**src/rtl/uart_tx_fifo_if.sv**
```systemverilog
// Host-side and UART-side handshake bundle for uart_tx_fifo.
// The slave modport is the buffer itself; master is whoever drives it.
interface uart_tx_fifo_if #(
    parameter int unsigned DATA_WIDTH = 8,
    parameter int unsigned DEPTH      = 16
);
    localparam int unsigned CNT_W = $clog2(DEPTH) + 1;

    logic                  wr_valid;
    logic [DATA_WIDTH-1:0] wr_data;
    logic                  wr_ready;
    logic                  tx_en;
    logic                  flush;
    logic                  start;
    logic [DATA_WIDTH-1:0] tx_data_in;
    logic                  tx_active;
    logic                  done_tx;
    logic [CNT_W-1:0]      fifo_count;
    logic                  fifo_empty;
    logic                  fifo_full;
    logic                  overflow;

    modport slave (
        input  wr_valid, wr_data, tx_en, flush, tx_active, done_tx,
        output wr_ready, start, tx_data_in, fifo_count, fifo_empty, fifo_full, overflow
    );

    modport master (
        output wr_valid, wr_data, tx_en, flush, tx_active, done_tx,
        input  wr_ready, start, tx_data_in, fifo_count, fifo_empty, fifo_full, overflow
    );
endinterface

```
**src/rtl/uart_tx_fifo.sv**
```systemverilog
// Byte FIFO plus frame sequencer feeding a UART transmitter.
// Bytes queue from the host; one is popped per frame and held on
// tx_data_in while the UART runs, with an optional idle gap between frames.
module uart_tx_fifo #(
    parameter int unsigned DATA_WIDTH = 8,
    parameter int unsigned DEPTH      = 16,
    parameter int unsigned GAP_CYCLES = 0
) (
    input logic           clk,
    input logic           rst,
    uart_tx_fifo_if.slave bus
);
    localparam int unsigned PTR_W    = $clog2(DEPTH);
    localparam int unsigned CNT_W    = PTR_W + 1;
    localparam logic [7:0]  GAP_LOAD = (GAP_CYCLES > 0) ? 8'(GAP_CYCLES - 1) : 8'd0;

    typedef enum logic [2:0] {
        IDLE,
        LOAD,
        WAIT_BUSY,
        WAIT_DONE,
        GAP
    } state_t;

    state_t                state;
    state_t                state_next;
    logic [DATA_WIDTH-1:0] mem [DEPTH];
    logic [PTR_W-1:0]      wr_ptr;
    logic [PTR_W-1:0]      rd_ptr;
    logic [CNT_W-1:0]      count;
    logic [CNT_W-1:0]      count_next;
    logic [DATA_WIDTH-1:0] data_q;
    logic                  start_q;
    logic                  empty_q;
    logic                  full_q;
    logic                  overflow_q;
    logic [7:0]            gap_cnt;
    logic                  push;
    logic                  pop;

    // Push/pop qualification; flush wins over both so the queue ends empty.
    always_comb begin
        push = bus.wr_valid && !full_q && !bus.flush;
        pop  = (state == IDLE) && bus.tx_en && !empty_q && !bus.flush;
    end

    // Next frame-sequencer state from the UART handshake.
    always_comb begin
        state_next = state;
        case (state)
            IDLE:      if (pop) state_next = LOAD;
            LOAD:      state_next = WAIT_BUSY;
            WAIT_BUSY: begin
                if (bus.done_tx)        state_next = (GAP_CYCLES > 0) ? GAP : IDLE;
                else if (bus.tx_active) state_next = WAIT_DONE;
            end
            WAIT_DONE: if (bus.done_tx) state_next = (GAP_CYCLES > 0) ? GAP : IDLE;
            GAP:       if (gap_cnt == '0) state_next = IDLE;
            default:   state_next = IDLE;
        endcase
    end

    // Occupancy after this edge; drives both the counter and the flags.
    always_comb begin
        count_next = count;
        if (bus.flush)         count_next = '0;
        else if (push && !pop) count_next = count + CNT_W'(1);
        else if (pop && !push) count_next = count - CNT_W'(1);
    end

    // Sequencer state, start pulse register and inter-frame gap counter.
    always_ff @(posedge clk) begin
        if (!rst) begin
            state   <= IDLE;
            start_q <= 1'b0;
            gap_cnt <= '0;
        end else begin
            state   <= state_next;
            start_q <= (state_next == LOAD);
            if (state_next == GAP && state != GAP) gap_cnt <= GAP_LOAD;
            else if (state == GAP && gap_cnt != '0) gap_cnt <= gap_cnt - 8'd1;
        end
    end

    // Storage array write port; contents need no reset.
    always_ff @(posedge clk) begin
        if (push) mem[wr_ptr] <= bus.wr_data;
    end

    // Pointers, registered status flags, sticky overflow and output byte.
    always_ff @(posedge clk) begin
        if (!rst) begin
            wr_ptr     <= '0;
            rd_ptr     <= '0;
            count      <= '0;
            empty_q    <= 1'b1;
            full_q     <= 1'b0;
            overflow_q <= 1'b0;
            data_q     <= '0;
        end else begin
            if (push) wr_ptr <= wr_ptr + PTR_W'(1);
            if (bus.flush) begin
                rd_ptr <= wr_ptr;
            end else if (pop) begin
                rd_ptr <= rd_ptr + PTR_W'(1);
                data_q <= mem[rd_ptr];
            end
            count   <= count_next;
            empty_q <= (count_next == '0);
            full_q  <= (count_next == CNT_W'(DEPTH));
            if (bus.wr_valid && full_q) overflow_q <= 1'b1;
        end
    end

    assign bus.wr_ready   = !full_q;
    assign bus.start      = start_q;
    assign bus.tx_data_in = data_q;
    assign bus.fifo_count = count;
    assign bus.fifo_empty = empty_q;
    assign bus.fifo_full  = full_q;
    assign bus.overflow   = overflow_q;
endmodule
```
**src/flat_wrapper.sv**
```systemverilog
// flat-port wrapper written by rule: the top's interface ports become plain ports
module uart_tx_fifo_flat 
#(
    parameter int unsigned DATA_WIDTH = 8,
    parameter int unsigned DEPTH      = 16,
    parameter int unsigned GAP_CYCLES = 0
)
  (clk, rst, bus_wr_valid, bus_wr_data, bus_tx_en, bus_flush, bus_tx_active, bus_done_tx, bus_wr_ready, bus_start, bus_tx_data_in, bus_fifo_count, bus_fifo_empty, bus_fifo_full, bus_overflow);
  uart_tx_fifo_if #(.DATA_WIDTH(DATA_WIDTH), .DEPTH(DEPTH)) bus_i ();
  input logic clk;
  input logic rst;
  input wire logic [$bits(bus_i.wr_valid)-1:0] bus_wr_valid;
  input wire logic [$bits(bus_i.wr_data)-1:0] bus_wr_data;
  input wire logic [$bits(bus_i.tx_en)-1:0] bus_tx_en;
  input wire logic [$bits(bus_i.flush)-1:0] bus_flush;
  input wire logic [$bits(bus_i.tx_active)-1:0] bus_tx_active;
  input wire logic [$bits(bus_i.done_tx)-1:0] bus_done_tx;
  output wire logic [$bits(bus_i.wr_ready)-1:0] bus_wr_ready;
  output wire logic [$bits(bus_i.start)-1:0] bus_start;
  output wire logic [$bits(bus_i.tx_data_in)-1:0] bus_tx_data_in;
  output wire logic [$bits(bus_i.fifo_count)-1:0] bus_fifo_count;
  output wire logic [$bits(bus_i.fifo_empty)-1:0] bus_fifo_empty;
  output wire logic [$bits(bus_i.fifo_full)-1:0] bus_fifo_full;
  output wire logic [$bits(bus_i.overflow)-1:0] bus_overflow;
  assign bus_i.wr_valid = bus_wr_valid;
  assign bus_i.wr_data = bus_wr_data;
  assign bus_i.tx_en = bus_tx_en;
  assign bus_i.flush = bus_flush;
  assign bus_i.tx_active = bus_tx_active;
  assign bus_i.done_tx = bus_done_tx;
  assign bus_wr_ready = bus_i.wr_ready;
  assign bus_start = bus_i.start;
  assign bus_tx_data_in = bus_i.tx_data_in;
  assign bus_fifo_count = bus_i.fifo_count;
  assign bus_fifo_empty = bus_i.fifo_empty;
  assign bus_fifo_full = bus_i.fifo_full;
  assign bus_overflow = bus_i.overflow;
  uart_tx_fifo #(.DATA_WIDTH(DATA_WIDTH), .DEPTH(DEPTH), .GAP_CYCLES(GAP_CYCLES)) u_core (.clk(clk), .rst(rst), .bus(bus_i));
endmodule
```
**config.mk**
```make
export PLATFORM = sky130hd
export DESIGN_NAME = uart_tx_fifo_flat
export DESIGN_NICKNAME = d
export VERILOG_FILES = /design/src/rtl/uart_tx_fifo_if.sv /design/src/rtl/uart_tx_fifo.sv /design/src/flat_wrapper.sv
export SDC_FILE = /design/constraint.sdc
export NUM_CORES = 1
export LEC_CHECK = 0
export ABC_CLOCK_PERIOD_IN_PS = 2600
export CORE_MARGIN = 2
export CORE_UTILIZATION = 45
export CTS_BUF_LIST = sky130_fd_sc_hd__clkbuf_4 sky130_fd_sc_hd__clkbuf_8
export DETAILED_ROUTE_END_ITERATION = 7
export PLACE_DENSITY = 0.71
export SLEW_MARGIN = 20
export SYNTH_ARGS = -nofsm -noshare
export SYNTH_HDL_FRONTEND = slang
export SYNTH_SLANG_ARGS = --single-unit
```
**constraint.sdc**
```tcl
create_clock -name clk -period 2.6 [get_ports clk]
set_clock_uncertainty 0.1 [all_clocks]
set_input_delay 0.65 -clock clk [delete_from_list [all_inputs] [get_ports clk]]
set_output_delay 0.65 -clock clk [all_outputs]
set_load 0.02 [all_outputs]
```
# Word-level counts from Yosys, hierarchy flattened
# Memories as Yosys holds them, arrays and structs flattened. A register that Yosys moved wholly into a read port is not among the register bits.
# Cells that the tools add are included.
[totals]
ff_bits = 28
mem_bits_rw = 128
inputBits = 15
elab_cells = 61
n_memories = 1
[op_classes]
n_addsub = 5
n_eq_ne = 8
mux = 13
bitwise = 2
reduce_logical = 23
[mem_list]
columns = ["name", "words", "word_bits", "read_ports", "rd_clocked_by_memory_dff", "write_ports", "line", "text"]
rows = [
  ["u_core.mem", 16, 8, 1, 1, 1, "uart_tx_fifo.sv:27", "logic [DATA_WIDTH-1:0] mem [DEPTH];"],
]
[ops]
columns = ["cell", "n"]
rows = [
  ["3-bit two-way mux", 5],
  ["5-bit two-way mux", 3],
  ["3-bit one-hot mux with 5 select lines", 1],
  ["1-bit logical AND", 10],
  ["4-bit by 1-bit adder with 4-bit output, second input constant", 2],
  ["8-bit zero test", 1],
  ["4-bit two-way mux", 2],
  ["8-bit nonzero test", 1],
  ["8-bit by 1-bit subtractor with 8-bit output, second input constant", 1],
  ["3-bit by 1-bit == test with 1-bit output, second input constant", 2],
  ["3-bit by 2-bit == test with 1-bit output, second input constant", 2],
  ["3-bit == test, second input constant", 2],
  ["1-bit zero test", 6],
  ["5-bit by 1-bit adder with 5-bit output, second input constant", 1],
  ["5-bit == test, second input constant", 1],
  ["5-bit zero test", 1],
  ["5-bit by 1-bit subtractor with 5-bit output, second input constant", 1],
  ["3-bit zero test", 1],
  ["3-bit inequality test, second input constant", 1],
  ["1-bit two-way mux", 2],
  ["1-bit NOT", 2],
  ["2-bit AND reduction", 1],
  ["2-bit nonzero test", 1],
  ["2-bit OR reduction", 1],
]

# Depth between registers and ports, before layout
[depth]
depth_word = 9
depth_mapped = 6

# Least setup slack after synthesis
# No wires, ideal clock.
[synth_timing]
path_type = "input to register"
startpoint = "in bus_flush"
endpoint = "mem u_core.mem[3][0], enable pin"
setup_time_ps = 383
arrival_time_ps = 1770
path_slack_ps = 347
stages = 3
n_path_buf = 0
cell_sequence = "nor3b_4 nand2_1 nor3_1"
[synth_via]
elab_chain_len = 4
[synth_lines]
columns = ["element", "line", "text"]
rows = [
  ["start, declared", "flat_wrapper.sv:15", "input wire logic [$bits(bus_i.flush)-1:0] bus_flush;"],
  ["1-bit zero test", "uart_tx_fifo.sv:43", "push = bus.wr_valid && !full_q && !bus.flush;"],
  ["1-bit logical AND", "uart_tx_fifo.sv:43", ""],
  ["1-bit two-way mux", "uart_tx_fifo.sv:87", "if (push) mem[wr_ptr] <= bus.wr_data;"],
  ["1-bit two-way mux (not written as such)", "uart_tx_fifo.sv:87", ""],
  ["end, declared", "uart_tx_fifo.sv:27", ""],
]
# Every way passes these cells.

# Worst setup path after layout
[layout_timing]
startpoint = "reg u_core.count[1], in the netlist u_core.bus.fifo_count[1]"
endpoint = "out bus_fifo_count[1]"
[layout_lines]
columns = ["element", "line", "text"]
rows = [
  ["start, declared", "uart_tx_fifo.sv:30", "logic [CNT_W-1:0] count;"],
  ["start signal, assigned", "uart_tx_fifo.sv:108", "count <= count_next;"],
  ["end, declared", "flat_wrapper.sv:21", "output wire logic [$bits(bus_i.fifo_count)-1:0] bus_fifo_count;"],
]
# No word-level cell between the ends.

==> qor.csv <==
stage,metric,value,unit
clocking,postCtsSetupBuffers,0,
clocking,cts_sinks,164,
global_route,grt_overflow,0,
critical_path,cp_slowest_cell,clkdlybuf4s50_1,
yosys,syn_inst,398,
power,p_leak,2.522,nW
yosys,synth_ff_type,edfxtp_1,
critical_path,crit_type,reg2out,
clocking,ctsHtreeMaxLevel,4,
floorplanning,die_h,124.9,µm
clocking,clk_latency,0.45,ns
floorplanning,die_w,124.9,µm
cells_and_area,layout-drive-gt1-share,22.43,%
critical_path,worstPathRequired,1.85,ns
floorplanning,coreArea,0.01442,mm²
outcome,outcome,completed,
power,p_sw,0.001139,W
power,p_int,0.003865,W
yosys,synth_area,0.006581,mm²
sta,maxSlewViolCount,0,
critical_path,path_cells,clkdlybuf4s50_1,
route,drt_pass1_iterations,4,
place,dpl_cell_area,0.007328,mm²
route,drc,0,
cells_and_area,nNetsFinal,488,
yosys,yosysWarnings,0,
power,clkPwrFrac,37.0,%
floorplanning,die_area,0.01561,mm²
global_route,grt_max_degree,34,
clocking,root_buffer,clkbuf_8,
critical_path,arrival,1.59,ns
critical_path,cp.buffers_inverters,1,
critical_path,critical_path_depth,1,
sta,post-route-min-period,2.343,ns
sta,setup_viol,0,
critical_path,cp-end-kind,primary output,
min_path,hp-class,reg2reg,
yosys,ys_types,48,
yosys,syn-num-nets,422,
route,dr_total_vias,3608,
power,power.density,647.0,mW/mm²
clocking,cts_buffers,17,
sta,hold_viol_final,0,
floorplanning,initial_core_util,45.63,%
job,max-cap-violations,0,
route,antenna_left,0,
place,dpl.hpwl,8.351,mm
critical_path,critPathLaunchType,flop,
clocking,clkTransAtPathRegs,0.09,ns
critical_path,r2r_cells,5,
clocking,ctsHoldBuffers,0,
power,power_frac_comb,5.8,%
global_route,grt_antenna_before_repair,0,
place,place.gp.congestion,0.8438,
global_route,grt_pass1_wl,19.90,mm
sta,max_freq,426.7,MHz
cells_and_area,final_area,0.007734,mm²
critical_path,slowest_delay,0.66,ns
critical_path,critPathMaxFanout,8,
global_route,grt_pass1_vias,3611,
cells_and_area,syn_to_final_growth,17.51,%
route,routed_wl,12.62,mm
floorplanning,row_count,44,
place,numPortBuffers,32,
clocking,cts.path.max_buffers,2,
yosys,seq_area_frac_synth,69.35,%
sta,slew_headroom,55.78,%
sta,worst_pin_slew,0.6620,ns
power,peakVddDrop,0.0003881,V
sta,rsz0062_at_grt,no,
clocking,cts_tree,done,
yosys,syn_avg_cell_area,16.54,µm²
sta,timing.final.crit_share,90.13,%
clocking,cts_resized,0,
yosys,ys_ff_latch,164,
yosys,synth_edf_count,128,
cells_and_area,diodes,0,
cells_and_area,utilization,53.62,%
power,swShare,22.76,%
cells_and_area,mostFrequentLayoutCells,"edfxtp_1, nor2_1, dfxtp_1",
global_route,grt_use_total,16.84,%
route,wire_per_inst,19.09,µm
route,routed_via_density,5.458,
yosys,async_reset_ff_share,0,%
power,p_seq_share,57.2,%
critical_path,path_delay_family,buffers and inverters,
route,drt_iter0_drc,349,
min_path,hold_depth,2,
floorplanning,io-pin-count,33,
cells_and_area,final_common_cell,edfxtp_1,
metrics by stage:
step           std cells  setup TNS (ns)  hold WS (ns)  setup slack [ns]  total power [W]
2_1_floorplan        398               0        0.3729            0.3467         0.003089
3_3_place_gp         629        -0.03421        0.3548          -0.03421         0.003206
3_5_place_dp         629         -0.2744        0.3617           -0.1471         0.003216
4_1_cts              661               0        0.3837            0.2202         0.005049
5_1_grt              661               0        0.4028            0.1800         0.005164
6_report             661               0        0.3804            0.2565         0.005004
sequential cells by signal, indices dropped and copies added (netlist names):
signal and count:
u_core.bus.overflow 1, u_core.rd_ptr 4, u_core.gap_cnt 8, u_core.bus.tx_data_in 8
u_core.wr_ptr 4, u_core.state 3, u_core.bus.start 1, u_core.bus.fifo_count 5
u_core.bus.fifo_full 1, u_core.bus.fifo_empty 1, u_core.mem 128
path summary, 6_finish.rpt:
check                                                         start                               endpoint  slack (ns)
worst max-delay path            u_core.bus.fifo_count[1]$_SDFF_PN0_                      bus_fifo_count[1]        0.26
worst min register to register     u_core.bus.overflow$_SDFFE_PN0P_       u_core.bus.overflow$_SDFFE_PN0P_        0.38
worst max register to register        u_core.rd_ptr[0]$_SDFFE_PN0P_  u_core.bus.tx_data_in[7]$_SDFFE_PN0P_        0.41
worst min-delay path               u_core.bus.overflow$_SDFFE_PN0P_       u_core.bus.overflow$_SDFFE_PN0P_        0.38
synth_stat cells, types with 2 or more instances:
cell type  number  area, µm²
a211oi_1        3      22.52
a21oi_1         2      10.01
a221oi_1        9      78.83
a22o_1          8      70.07
and2_1          4      25.02
buf_1           3      11.26
buf_2           6      30.03
clkbuf_1        6      22.52
dfxtp_1        36      720.7
edfxtp_1      128       3844
ha_1            9      112.6
inv_1           9      33.78
mux2_2          3      33.78
mux2_4          2      30.03
mux2i_1         4      40.04
mux4_2         32      720.7
nand2_1        18      67.56
nand2b_1        5      31.28
nand3_1         7      35.03
nand4_1         2      12.51
nor2_1         43      161.4
nor2b_1         5      31.28
nor3_1          8      40.04
nor3b_4         2      37.54
o22ai_1         9      56.30
xnor2_1         7      61.31
xor2_1          7      61.31
cell families (layout without fill, tap and decap cells):
kind of cell    after synthesis  in the layout  share of synthesized area [%]
flops                       164            164                          69.35
simple gates                104            104                          7.928
mux                          41             41                          12.53
compound gates               39             39                          4.791
buf+inv                      27            106                          1.825
xor+xnor                     14             14                          1.863
fa+ha+maj                     9              9                          1.711
metal layers:
layer  global-route usage [%]  wire [µm]  up-vias
met1                    23.68       5525     1791
met4                    7.059        273        0
met3                    3.209        651       21
li1                         -          -     1684
met5                        0          0        -
met2                    26.13       6168      112
area by class of cell:
type	count	area (µm²)
clock buffers	17	234.0
well taps	184	230.2
flip-flops and latches	164	4566
inverters	10	37.54
fillers	1116	6690
repair buffers	64	598.1
multi-input cells	207	1897
clock inverters	15	171.4
power by group through the flow:
stage          combinational (W)  clock (W)  sequential, W
4_1_cts                 0.000293    0.00189        0.00286
5_1_grt                 0.000315    0.00198        0.00287
6_report                0.000289    0.00185        0.00286
2_1_floorplan           0.000167          0        0.00292
3_5_place_dp            0.000293          0        0.00292
3_3_place_gp            0.000285          0        0.00292
Power figures use the tool's default switching activity.
